`src/rtl/cpu_run_controller.sv`:
```
// Run controller for the cpu: produces the one-cycle enable strobe and implements
// stop, single-step, slow/turbo free-run and a single instruction-pointer breakpoint.
module cpu_run_controller #(
    parameter int unsigned SLOW_DIV    = 25_000_000,
    parameter int unsigned FAST_DIV    = 250,
    parameter int unsigned CNT_W       = 25,
    parameter int unsigned ROM_LATENCY = 1
) (
    input  logic        clk,
    input  logic        resetn,
    input  logic        run_toggle,
    input  logic        step_req,
    input  logic        turbo,
    input  logic        bp_enable,
    input  logic [7:0]  bp_addr,
    input  logic [7:0]  instruction_pointer,
    output logic        cpu_enable,
    output logic        running,
    output logic        halted_bp,
    output logic [15:0] step_count
);

    localparam int unsigned SET_W = (ROM_LATENCY > 1) ? $clog2(ROM_LATENCY) : 1;
    localparam logic [CNT_W-1:0] SLOW_LAST = CNT_W'(SLOW_DIV - 1);
    localparam logic [CNT_W-1:0] FAST_LAST = CNT_W'(FAST_DIV - 1);
    localparam logic [SET_W-1:0] SET_LAST  = SET_W'((ROM_LATENCY > 0) ? ROM_LATENCY - 1 : 0);

    typedef enum logic [2:0] {IDLE, RUN_WAIT, FIRE, SETTLE, BREAK} state_t;

    state_t           state, state_nxt;
    logic [CNT_W-1:0] div_cnt, div_cnt_nxt;
    logic [CNT_W-1:0] div_last, div_last_nxt;
    logic [SET_W-1:0] settle_cnt, settle_nxt;
    logic             stop_pend, stop_nxt;
    logic             run_nxt;
    logic             exit_now;
    logic             enter_wait;
    logic [15:0]      step_cnt;

    always_comb begin
        state_nxt    = state;
        div_cnt_nxt  = div_cnt;
        div_last_nxt = div_last;
        settle_nxt   = settle_cnt;
        stop_nxt     = stop_pend;
        run_nxt      = running;
        exit_now     = 1'b0;
        enter_wait   = 1'b0;

        case (state)
            IDLE: begin
                if (run_toggle) begin
                    state_nxt  = RUN_WAIT;
                    run_nxt    = 1'b1;
                    enter_wait = 1'b1;
                end else if (step_req) begin
                    state_nxt = FIRE;
                    run_nxt   = 1'b0;
                end
            end
            RUN_WAIT: begin
                if (run_toggle) begin
                    state_nxt   = IDLE;
                    run_nxt     = 1'b0;
                    div_cnt_nxt = '0;
                end else if (div_cnt == div_last) begin
                    state_nxt   = FIRE;
                    div_cnt_nxt = '0;
                end else begin
                    div_cnt_nxt = div_cnt + CNT_W'(1);
                end
            end
            FIRE: begin
                stop_nxt = stop_pend | run_toggle;
                if (ROM_LATENCY > 0) begin
                    state_nxt  = SETTLE;
                    settle_nxt = '0;
                end else begin
                    exit_now = 1'b1;
                end
            end
            SETTLE: begin
                stop_nxt = stop_pend | run_toggle;
                if (settle_cnt == SET_LAST) exit_now = 1'b1;
                else                        settle_nxt = settle_cnt + SET_W'(1);
            end
            BREAK: begin
                if (run_toggle) begin
                    state_nxt  = RUN_WAIT;
                    run_nxt    = 1'b1;
                    enter_wait = 1'b1;
                end else if (step_req) begin
                    state_nxt = FIRE;
                    run_nxt   = 1'b0;
                end
            end
            default: state_nxt = IDLE;
        endcase

        // A toggle arriving in the decision cycle itself still counts as a stop request.
        if (exit_now) begin
            stop_nxt = 1'b0;
            if (stop_pend || run_toggle) begin
                state_nxt = IDLE;
                run_nxt   = 1'b0;
            end else if (running && bp_enable && (instruction_pointer == bp_addr)) begin
                state_nxt = BREAK;
                run_nxt   = 1'b0;
            end else if (running) begin
                state_nxt  = RUN_WAIT;
                enter_wait = 1'b1;
            end else begin
                state_nxt = IDLE;
            end
        end

        if (enter_wait) begin
            div_cnt_nxt  = '0;
            div_last_nxt = turbo ? FAST_LAST : SLOW_LAST;
        end
    end

    always_ff @(posedge clk or negedge resetn) begin
        if (!resetn) begin
            state      <= IDLE;
            div_cnt    <= '0;
            div_last   <= '0;
            settle_cnt <= '0;
            stop_pend  <= 1'b0;
            running    <= 1'b0;
            cpu_enable <= 1'b0;
            halted_bp  <= 1'b0;
            step_cnt   <= '0;
        end else begin
            state      <= state_nxt;
            div_cnt    <= div_cnt_nxt;
            div_last   <= div_last_nxt;
            settle_cnt <= settle_nxt;
            stop_pend  <= stop_nxt;
            running    <= run_nxt;
            cpu_enable <= (state_nxt == FIRE);
            halted_bp  <= (state_nxt == BREAK);
            if (state_nxt == FIRE) step_cnt <= step_cnt + 16'd1;
        end
    end

    assign step_count = step_cnt;

endmodule

```
`config.mk`:
```
export PLATFORM = sky130hd
export DESIGN_NAME = cpu_run_controller
export DESIGN_NICKNAME = d
export VERILOG_FILES = /design/src/rtl/cpu_run_controller.sv
export SDC_FILE = /design/constraint.sdc
export NUM_CORES = 1
export LEC_CHECK = 0
export ABC_AREA = 1
export CELL_PAD_IN_SITES_DETAIL_PLACEMENT = 1
export CELL_PAD_IN_SITES_GLOBAL_PLACEMENT = 1
export CORE_MARGIN = 2
export CORE_UTILIZATION = 40
export DETAILED_ROUTE_END_ITERATION = 8
export PLACE_DENSITY = 0.87
export SYNTH_ARGS = -nofsm -noshare
export SYNTH_HDL_FRONTEND = slang
export SYNTH_SLANG_ARGS = --single-unit
```
`constraint.sdc`:
```
create_clock -name clk -period 2 [get_ports clk]
set_clock_uncertainty 0.15 [all_clocks]
set_input_delay 0.3 -clock clk [delete_from_list [all_inputs] [get_ports clk]]
set_output_delay 0.3 -clock clk [all_outputs]
set_load 0.005 [all_outputs]
```
==> run_results.csv, run 1 <==
group,metric,value,unit
clocking,cts.clk_slew.worst_paths,0.11,ns
worst_setup_path,path_cells,"nand2_1 > nor2_1 > nand3_1 > nand2_2 > nand3_4 > o21ai_4 > buf_12 > nand3_4 > nand2_2 > nand2_1",
worst_setup_path,crit_end,"step_count[6]$_DFFE_PN0N_",
final_layout,layout.nets,631,
routing,dr_total_vias,3977,
grt,overflow,0,
final_layout,area_delta_synth_final,39.73,%
sta,drv_slew,0,
synthesis,synth_area_leaders,"dfrtp_1, nand2_1, nand3_1",
synthesis,synthSimpleGateAreaFrac,0.4210,
place,portBuffers,40,
final_layout,drive_gt1_frac,0.2220,
clocking,clock-root-buffer,"clkbuf_8",
worst_setup_path,max_stage_delay,0.45,ns
routing,first_iter_violations,199,
worst_setup_path,r2r-start,"div_cnt[13]$_DFFE_PN0P_",
synthesis,syn_nets,535,
synthesis,synth_fa_ha_area_frac,0.007166,
synthesis,synthXorXnorAreaFrac,0.07273,
synthesis,yosysTopAreaCell,"dfrtp_1",
sta,finalHoldViolCount,0,
place,hpwl,8133,µm
clocking,cts_buffer_depth,2,
synthesis,yosysUniqueCellTypes,33,
worst_setup_path,crit_path_end_kind,"register",
sta,min_period,2.042,ns
clocking,cts_tree,"done",
synthesis,synthFlopType,"dfrtp_1",
grt,grt_max_degree,52,
sta,slew_headroom,0.7694,
worst_setup_path,reg2regPathDepth,10,
synthesis,async_flop_share,1.000,
worst_setup_path,path_class,"reg2reg",
routing,firstDrtPassIters,4,
die,fp.dieH,97.44,µm
synthesis,ys_top_cells_by_count,"nand2_1, nor2_1, nand3_1",
synthesis,muxShareOfSynthArea,0,
worst_setup_path,cp_max_fo,8,
routing,avgRoutedWirePerCell,18.78,µm
worst_setup_path,crit_slowest_cell,"dfrtp_1",
sta,fin_crit_sh,1.021,
status,status,"finished with violations",
clocking,cts.sinks,51,
clocking,cts_max_level,2,
place,placed_cells,685,
worst_setup_path,r2r-end,"step_count[6]$_DFFE_PN0N_",
place,gp_congestion,0.9390,
die,io_pins,41,
die,dieArea,9494,µm²
sta,holdWs,0.3600,ns
worst_setup_path,crit_path_start,"div_cnt[13]$_DFFE_PN0P_",
routing,ant_nets,0,
worst_setup_path,critPathRequiredTime,2.07,ns
final_layout,antenna_cells,0,
die,rows,34,
job,cap_violations,0,
sta,fmax,0.4898,GHz
final_layout,layoutNonFillerInstCount,716,
worst_hold_path,hold_path.class,"in2async",
power_and_ir_drop,ir_worst_vdd,0.0006308,V
final_layout,fin_util,0.5679,
grt,grt_pass1_wl,19600,µm
worst_setup_path,cp-start-kind,"register",
clocking,clk_latency,0.32,ns
power_and_ir_drop,p_leak,2.250,nW
synthesis,synth_edf_count,0,
worst_setup_path,arrival,2.11,ns
status,violations,"negative setup slack",
synthesis,synthCells,511,
routing,drc,0,
synthesis,syn_area,3492,µm²
clocking,cts_buffers,5,
sta,rsz0062_at_grt,"yes",
synthesis,synth_top_area_frac,0.3655,
sta,worst_slack,-0.04186,ns
sta,worst_pin_slew,0.3415,ns
sta,finalSetupViolCount,14,
grt,grt.total_usage,0.2510,
synthesis,ys_ff_latch,51,
worst_setup_path,reg2reg_slack,-0.04,ns
routing,viasPerCell,5.554,
routing,routed_wl,13450,µm
die,initial_utilization,0.4064,
synthesis,syn_avg_cell_area,6.834,µm²
synthesis,ys_seq_area_frac,0.3655,
die,fp.dieW,97.44,µm
synthesis,synth_top_family_by_area,"simple AND/OR/NAND/NOR gates",
grt,grt_pass1_vias,4063,
grt,antenna_found_initial,0,
synthesis,yosysMostFrequentCell,"nand2_1",
synthesis,synth_compound_area_frac,0.05052,
synthesis,ys_warn_count,0,
power_and_ir_drop,p_per_area,915.3,nW/µm²
die,core,8593,µm²
==> state kept, by name, indices dropped and copies added (netlist names) <==
register,cells
stop_pend,1
div_last,3
step_count,16
running,1
halted_bp,1
div_cnt,25
state,3
cpu_enable,1
==> final cells by class <==
cell class                      count  area (µm²)
Timing Repair Buffer              103        1017
Tap cell                          108       135.1
Multi-Input combinational cell    391        2095
Sequential cell                    51        1285
Fill cell                        1087        3714
Inverter                           55       211.5
Clock buffer                        5       68.82
Clock inverter                      3       67.56
==> what timing repair did <==
action / in CTS / in global routing
endpoints found under the hold margin: 51 / 0
hold buffers: 1 / 0
cloned: 1 / 4
resized for setup: 3 / 63
setup endpoints to repair: 19 / 41
setup buffers: 3 / 14
pin swaps: 0 / 11
==> placed cells by master (no fill, tap or decap), types with 20 or more instances in the layout <==
| cell | Yosys | final |
|---|---|---|
| buf_4 | 1 | 49 |
| dfrtp_1 | 51 | 44 |
| xor2_1 | 20 | 20 |
| nand2_1 | 145 | 132 |
| nand3_1 | 53 | 48 |
| nand4_1 | 24 | 24 |
| inv_1 | 51 | 43 |
| nor2_1 | 67 | 57 |
| nor3_1 | 29 | 26 |
| clkdlybuf4s50_1 | 0 | 39 |
==> cell families after synthesis <==
group / Yosys count
XOR/XNOR: 29
buffers and inverters: 71
AO/OA/AOI/OAI: 28
adder cells (fa/ha/maj): 2
flip-flops: 51
AND/OR/NAND/NOR: 330
==> report_power, final <==
part / internal (W) / switching (W)
logic: 0.000955 / 0.00133
clock network: 0.000500 / 0.000396
registers: 0.00115 / 0.000126
==> worst max-delay path, delay by kind of cell (launching register included) <==
family	cells	cell delay [ns]
compound gates	1	0.22
simple gates	8	0.97
buf+inv	1	0.15
flops	1	0.45
==> metrics by stage <==
stage / TNS, ns / cell area [µm²] / total power (W) / setup slack (ns)
detailed placement: -12.31 / 4304 / 0.002979 / -0.3573
global route: -2.190 / 4880 / 0.004676 / -0.1044
floorplan: 0 / 3492 / 0.002198 / 0.1555
CTS: 0 / 4496 / 0.003926 / 0.0004341
finish: -0.2857 / 4880 / 0.004466 / -0.04186
global placement: -6.786 / 4304 / 0.002905 / -0.2242
==> worst min-delay path by stage <==
stage | endpoint | depth (start not counted)
floorplan | cpu_enable$_DFF_PN0_ | 0
global placement | div_cnt[7]$_DFFE_PN0P_ | 2
detailed placement | div_cnt[7]$_DFFE_PN0P_ | 2
CTS | div_cnt[9]$_DFFE_PN0P_ | 3
global route | div_cnt[9]$_DFFE_PN0P_ | 3
finish | div_cnt[9]$_DFFE_PN0P_ | 3
==> metal layers <==
layer | wire length (µm) | part of all wire | global-route usage
met1 | 5727 | 0.43 | 0.3155
met2 | 6825 | 0.51 | 0.4557
met3 | 510 | 0.038 | 0.03237
met4 | 380 | 0.028 | 0.06090
met5 | 0 | 0 | 0
Power figures use the tool's default switching activity.
==> run 2, diff against run 1 <==
==> config.mk (replaced) <==
export PLATFORM = sky130hd
export DESIGN_NAME = cpu_run_controller
export DESIGN_NICKNAME = d
export VERILOG_FILES = /design/src/rtl/cpu_run_controller.sv
export SDC_FILE = /design/constraint.sdc
export NUM_CORES = 1
export LEC_CHECK = 0
export ABC_AREA = 1
export CAP_MARGIN = 15
export CORE_MARGIN = 2
export CORE_UTILIZATION = 55
export DETAILED_ROUTE_END_ITERATION = 8
export PLACE_DENSITY = 0.86
export SYNTH_ARGS = -nofsm -noshare
export SYNTH_HDL_FRONTEND = slang
export SYNTH_SLANG_ARGS = --single-unit
==> run 2 against run 1 <==
Against the previous run: the flow now finishes without violations; wire length fell by 23%; sequential cell count did not move; largest cell class unchanged; highest routed layer unchanged; first-iteration DRC count rose by 93%; sequential power barely moved; critical endpoint is now step_count[4]$_DFFE_PN0N_; fmax rose by 2.9%; largest power group unchanged.
==> run_results.csv, run 2 (synthesis gave the netlist of run 1 again) <==
group,metric,value,unit
power_and_ir_drop,internal_power,0.002313,W
grt,overflow,0,
clocking,cts.clk_slew.worst_paths,0.10,ns
place,portBuffers,40,
job,cap_violations,0,
die,core,6241,µm²
worst_setup_path,cp-start-kind,"input pin",
sta,rsz0062_at_grt,"yes",
power_and_ir_drop,p_clk_frac,0.157,
sta,fmax,0.5038,GHz
power_and_ir_drop,ir_worst_vdd,0.001000,V
routing,first_iter_violations,384,
die,rows,29,
worst_setup_path,max_stage_delay,0.48,ns
clocking,clk_latency,0.32,ns
final_layout,layoutNonFillerInstCount,671,
sta,finalSetupViolCount,0,
power_and_ir_drop,p_per_area,851.5,nW/µm²
worst_setup_path,path_class,"in2reg",
power_and_ir_drop,swShare,0.4144,
worst_setup_path,crit_family,"buffers and inverters",
routing,dr_total_vias,3808,
final_layout,drive_gt1_frac,0.1684,
power_and_ir_drop,power,0.003950,W
sta,fin_crit_sh,0.9925,
final_layout,final_common_cell,"nand2_1",
status,status,"finished, final reports clean",
final_layout,area_delta_synth_final,32.86,%
final_layout,regMostFlops,"div_cnt",
grt,grt.total_usage,0.2702,
die,fp.dieW,83.68,µm
power_and_ir_drop,p_leak,2.142,nW
worst_setup_path,crit_buf_inv,3,
clocking,cts_tree,"done",
sta,fin_setup_tns,0,ns
place,gp_congestion,0.9195,
final_layout,largest_reg_flops,25,
routing,viasPerCell,5.675,
die,dieArea,7002,µm²
routing,firstDrtPassIters,5,
routing,routed_wl,10380,µm
place,placed_cells,648,
grt,grt_pass1_vias,3531,
die,initial_utilization,0.5595,
die,io_pins,41,
clocking,cts_max_level,2,
die,fp.dieH,83.68,µm
worst_hold_path,hold_path.class,"in2async",
final_layout,nFillCells,434,
final_layout,layout.nets,617,
clocking,cts_buffer_depth,2,
sta,drv_slew,0,
clocking,cts.sinks,51,
clocking,clock-root-buffer,"clkbuf_8",
routing,ant_nets,0,
power_and_ir_drop,comb_power_share,0.519,
sta,holdWs,0.3368,ns
grt,grt_max_degree,52,
power_and_ir_drop,power_frac_seq,0.325,
sta,min_period,1.985,ns
worst_setup_path,critPathRequiredTime,2.11,ns
power_and_ir_drop,netSwitchingPower,0.001637,W
worst_setup_path,crit_path_end_kind,"register",
sta,worst_pin_slew,0.4096,ns
final_layout,antenna_cells,0,
worst_setup_path,path_cells,"clkdlybuf4s50_1 > nor2_1 > nor3_1 > nand3_2 > o21bai_4 > buf_6 > buf_4 > nand4_1 > nand2_1",
grt,antenna_found_initial,0,
worst_setup_path,cp_max_fo,11,
sta,slew_headroom,0.7260,
routing,avgRoutedWirePerCell,15.47,µm
place,hpwl,6641,µm
clocking,cts_buffers,5,
final_layout,mostFrequentLayoutCells,"nand2_1, nor2_1, nand3_1",
sta,finalHoldViolCount,0,
routing,drc,0,
worst_setup_path,arrival,2.09,ns
grt,grt_pass1_wl,15810,µm
worst_setup_path,crit_slowest_cell,"clkdlybuf4s50_1",
## run 2: cell count changes in the layout (fill, tap and decap cells not counted), moves of 2 or more
cell,previous run,this run
nor2_1,57,63
nand2_1,132,143
nor3_1,26,23
nor2_2,11,5
inv_1,43,47
inv_2,11,5
nor3_2,3,6
nand3_1,48,50
bufinv_16,2,0
buf_4,49,35
nand2_2,14,4
## run 2: cell type report
| cell class | count | area [µm²] | share of cell area |
|---|---|---|---|
| Clock inverter | 2 | 12.51 | 0.002697 |
| Tap cell | 77 | 96.34 | 0.02077 |
| Sequential cell | 51 | 1286 | 0.2772 |
| Clock buffer | 6 | 72.57 | 0.01564 |
| Inverter | 55 | 217.7 | 0.04693 |
| Timing Repair Buffer | 89 | 920.9 | 0.1985 |
| Multi-Input combinational cell | 391 | 2033 | 0.4382 |
## run 2: worst paths after layout
| path | from | slack (ns) | cells after the start | end |
|---|---|---|---|---|
| hold reg to reg | step_count[15]$_DFFE_PN0N_ | 0.39 | 2 | step_count[15]$_DFFE_PN0N_ |
| setup / recovery | instruction_pointer[4] | 0.02 | 9 | step_count[4]$_DFFE_PN0N_ |
| min in group clk | step_count[15]$_DFFE_PN0N_ | 0.39 | 2 | step_count[15]$_DFFE_PN0N_ |
| hold / removal | resetn | 0.34 | 3 | div_last[7]$_DFFE_PN0N_ |
| max in group asynchronous | resetn | 1.09 | 3 | div_cnt[18]$_DFFE_PN0P_ |
| setup reg to reg | div_cnt[19]$_DFFE_PN0P_ | 0.02 | 11 | div_cnt[12]$_DFFE_PN0P_ |
## run 2: timing repair
| action | 4_1_cts | 5_1_grt |
|---|---|---|
| setup buffers | 0 | 9 |
| endpoints found under the setup margin | 3 | 43 |
| resized for setup | 1 | 40 |
| endpoints found under the hold margin | 51 | 0 |
| pin swaps | 0 | 6 |
| hold buffers | 1 | 0 |
| cloned | 0 | 5 |
## run 2: tightest hold or removal path, cell delays in order
cell,delay (ns)
dlygate4sd3_1,0.52
buf_2,0.12
buf_12,0.27
## run 2: power groups by stage
stage               combinational [W]  clock [W]  sequential (W)
CTS                           0.00166   0.000613         0.00128
global placement              0.00162          0         0.00129
detailed placement            0.00166          0         0.00130
global route                  0.00219   0.000648         0.00130
floorplan                    0.000926          0         0.00127
finish                        0.00205   0.000618         0.00128
## run 2: layer usage
metal,share of wire,track usage,wire (µm),up-vias
li1,-,-,-,1824
met1,0.39,0.3484,4058,1750
met3,0.074,0.04352,770,33
met4,0.027,0.07331,280,0
met2,0.51,0.4713,5271,201
met5,0,0,0,-
## run 2: stage by stage
stage / cell area [µm²] / utilization / setup slack (ns)
after detailed placement: 4245 / 0.6802 / -0.2535
after CTS: 4343 / 0.6959 / 0.001534
final: 4639 / 0.7434 / 0.01502
after global routing: 4639 / 0.7434 / -0.1011
after global placement: 4245 / 0.6802 / -0.1977
after floorplan: 3492 / - / 0.1555
==> run 3, diff against run 2 <==
==> constraint.sdc (replaced) <==
create_clock -name clk -period 2.2 [get_ports clk]
set_clock_uncertainty 0.15 [all_clocks]
set_input_delay 0.33 -clock clk [delete_from_list [all_inputs] [get_ports clk]]
set_output_delay 0.33 -clock clk [all_outputs]
set_load 0.005 [all_outputs]
==> run 3 against run 2 <==
Against the previous run: global-route usage is 0.43 points higher; die area stayed put; utilization fell by 6.9 points; sequential cell count unchanged; hold slack gained 0.049 ns.
==> run_results.csv, run 3 (synthesis gave the netlist of run 1 again) <==
group,metric,value,unit
sta,fmax,0.4982,GHz
die,dieArea,7002,µm²
sta,min_period,2.007,ns
clocking,cts.sinks,51,
status,status,"finished, final reports clean",
place,portBuffers,40,
final_layout,multiInputGateArea,1931,µm²
die,initial_utilization,0.5595,
clocking,clk_latency,0.31,ns
worst_setup_path,path_class,"in2reg",
final_layout,drive_gt1_frac,0.08673,
job,cap_violations,0,
worst_setup_path,arrival,2.11,ns
clocking,cts_buffers,5,
die,core,6241,µm²
final_layout,nFillCells,529,
sta,drv_slew,0,
final_layout,regArea,1279,µm²
routing,viasPerCell,5.520,
routing,routed_wl,8975,µm
final_layout,layoutNonFillerInstCount,642,
sta,worst_pin_slew,0.5473,ns
worst_hold_path,hold_path.class,"in2async",
clocking,cts_buffer_depth,2,
sta,rsz0062_at_grt,"no",
die,fp.dieH,83.68,µm
power_and_ir_drop,ir_worst_vdd,0.0008116,V
routing,ant_nets,0,
grt,grt.total_usage,0.2745,
routing,firstDrtPassIters,6,
grt,grt_max_degree,30,
sta,fin_crit_sh,0.9124,
grt,grt_pass1_vias,3654,
power_and_ir_drop,p_per_area,748.4,nW/µm²
place,placed_area,4103,µm²
worst_setup_path,cp-start-kind,"input pin",
final_layout,area_delta_synth_final,20.60,%
routing,drc,0,
sta,worst_slack,0.1927,ns
final_layout,layout.nets,589,
clocking,cts_max_level,2,
final_layout,stdcell_area,4212,µm²
die,io_pins,41,
sta,finalSetupViolCount,0,
sta,finalHoldViolCount,0,
routing,first_iter_violations,308,
final_layout,mostFrequentLayoutCells,"nand2_1, nor2_1, nand3_1",
sta,slew_headroom,0.6351,
place,hpwl,6567,µm
clocking,cts.clk_slew.worst_paths,0.09,ns
sta,fin_setup_tns,0,ns
routing,avgRoutedWirePerCell,13.98,µm
worst_setup_path,critPathRequiredTime,2.30,ns
place,place_ws,-0.08833,ns
die,rows,29,
grt,grt_pass1_wl,15990,µm
worst_setup_path,cp_max_fo,15,
clocking,clock-root-buffer,"clkbuf_8",
final_layout,fin_util,0.6748,
final_layout,regMostFlops,"div_cnt",
grt,antenna_found_initial,0,
clocking,cts_tree,"done",
final_layout,final_common_cell,"nand2_1",
die,fp.dieW,83.68,µm
worst_setup_path,reg2reg_slack,0.20,ns
routing,dr_total_vias,3544,
final_layout,antenna_cells,0,
power_and_ir_drop,p_leak,1.975,nW
final_layout,largest_reg_flops,25,
worst_setup_path,crit_path_end_kind,"register",
place,placed_cells,634,
grt,overflow,0,
place,gp_congestion,0.9502,
==> run 3: cell types whose count changed in the layout (fill, tap and decap cells not counted), sizes merged <==
cell,delta
clkinv,-1
clkinvlp,-2
nand3,-2
inv,+2
buf,-23
clkbuf,-3
==> run 3: cell type report <==
class	instances	area share
Clock inverter	1	0.002080
Tap cell	77	0.02288
Multi-Input combinational cell	389	0.4584
Clock buffer	6	0.01961
Sequential cell	51	0.3036
Inverter	55	0.04902
Timing Repair Buffer	63	0.1444
==> run 3: per-stage QoR <==
stage                     total power [W]  hold WS [ns]
final                            0.003152        0.3854
after floorplan                  0.001998       -0.1156
after global routing             0.003358        0.4302
after CTS                        0.003149        0.3843
after detailed placement         0.002578        0.1926
after global placement           0.002530        0.1857
==> run 3: power breakdown <==
group,switching (W),internal (W)
combinational,0.000860,0.000549
clock,0.000314,0.000254
sequential,0.000125,0.00105
==> run 3: worst paths after layout <==
| kind | depth (start not counted) | from | end |
|---|---|---|---|
| min reg2reg | 2 | step_count[15]$_DFFE_PN0N_ | step_count[15]$_DFFE_PN0N_ |
| max in group asynchronous | 3 | resetn | div_cnt[0]$_DFFE_PN0P_ |
| min | 2 | resetn | div_cnt[6]$_DFFE_PN0P_ |
| min in group clk | 2 | step_count[15]$_DFFE_PN0N_ | step_count[15]$_DFFE_PN0N_ |
| max reg2reg | 12 | div_cnt[23]$_DFFE_PN0P_ | step_count[9]$_DFFE_PN0N_ |
| max | 12 | bp_addr[3] | div_cnt[12]$_DFFE_PN0P_ |
==> run 3: layer usage <==
| layer | vias up | track usage | wire (µm) | share of wire |
|---|---|---|---|---|
| li1 | 1761 | - | - | - |
| met1 | 1642 | 0.3420 | 3871 | 0.43 |
| met2 | 121 | 0.4880 | 4524 | 0.50 |
| met3 | 20 | 0.03165 | 411 | 0.046 |
| met4 | 0 | 0.1012 | 167 | 0.019 |
| met5 | - | 0 | 0 | 0 |
==> run 3: worst max-delay path, cell delays in order <==
cell and delay (ns):
clkdlybuf4s50_1 0.47, inv_1 0.04, nand2_1 0.05, nand2_1 0.05
nor3_1 0.13, nand3_1 0.13, o21bai_2 0.20, nand3_1 0.09
buf_4 0.20, inv_2 0.22, nand2_1 0.10, nand2_1 0.08
==> run 3: what timing repair did <==
item,in CTS,in global routing
endpoints found under the setup margin,0,6
endpoints found under the hold margin,22,0
resized for setup,0,4
buffers inserted,0,0
hold buffers,1,0
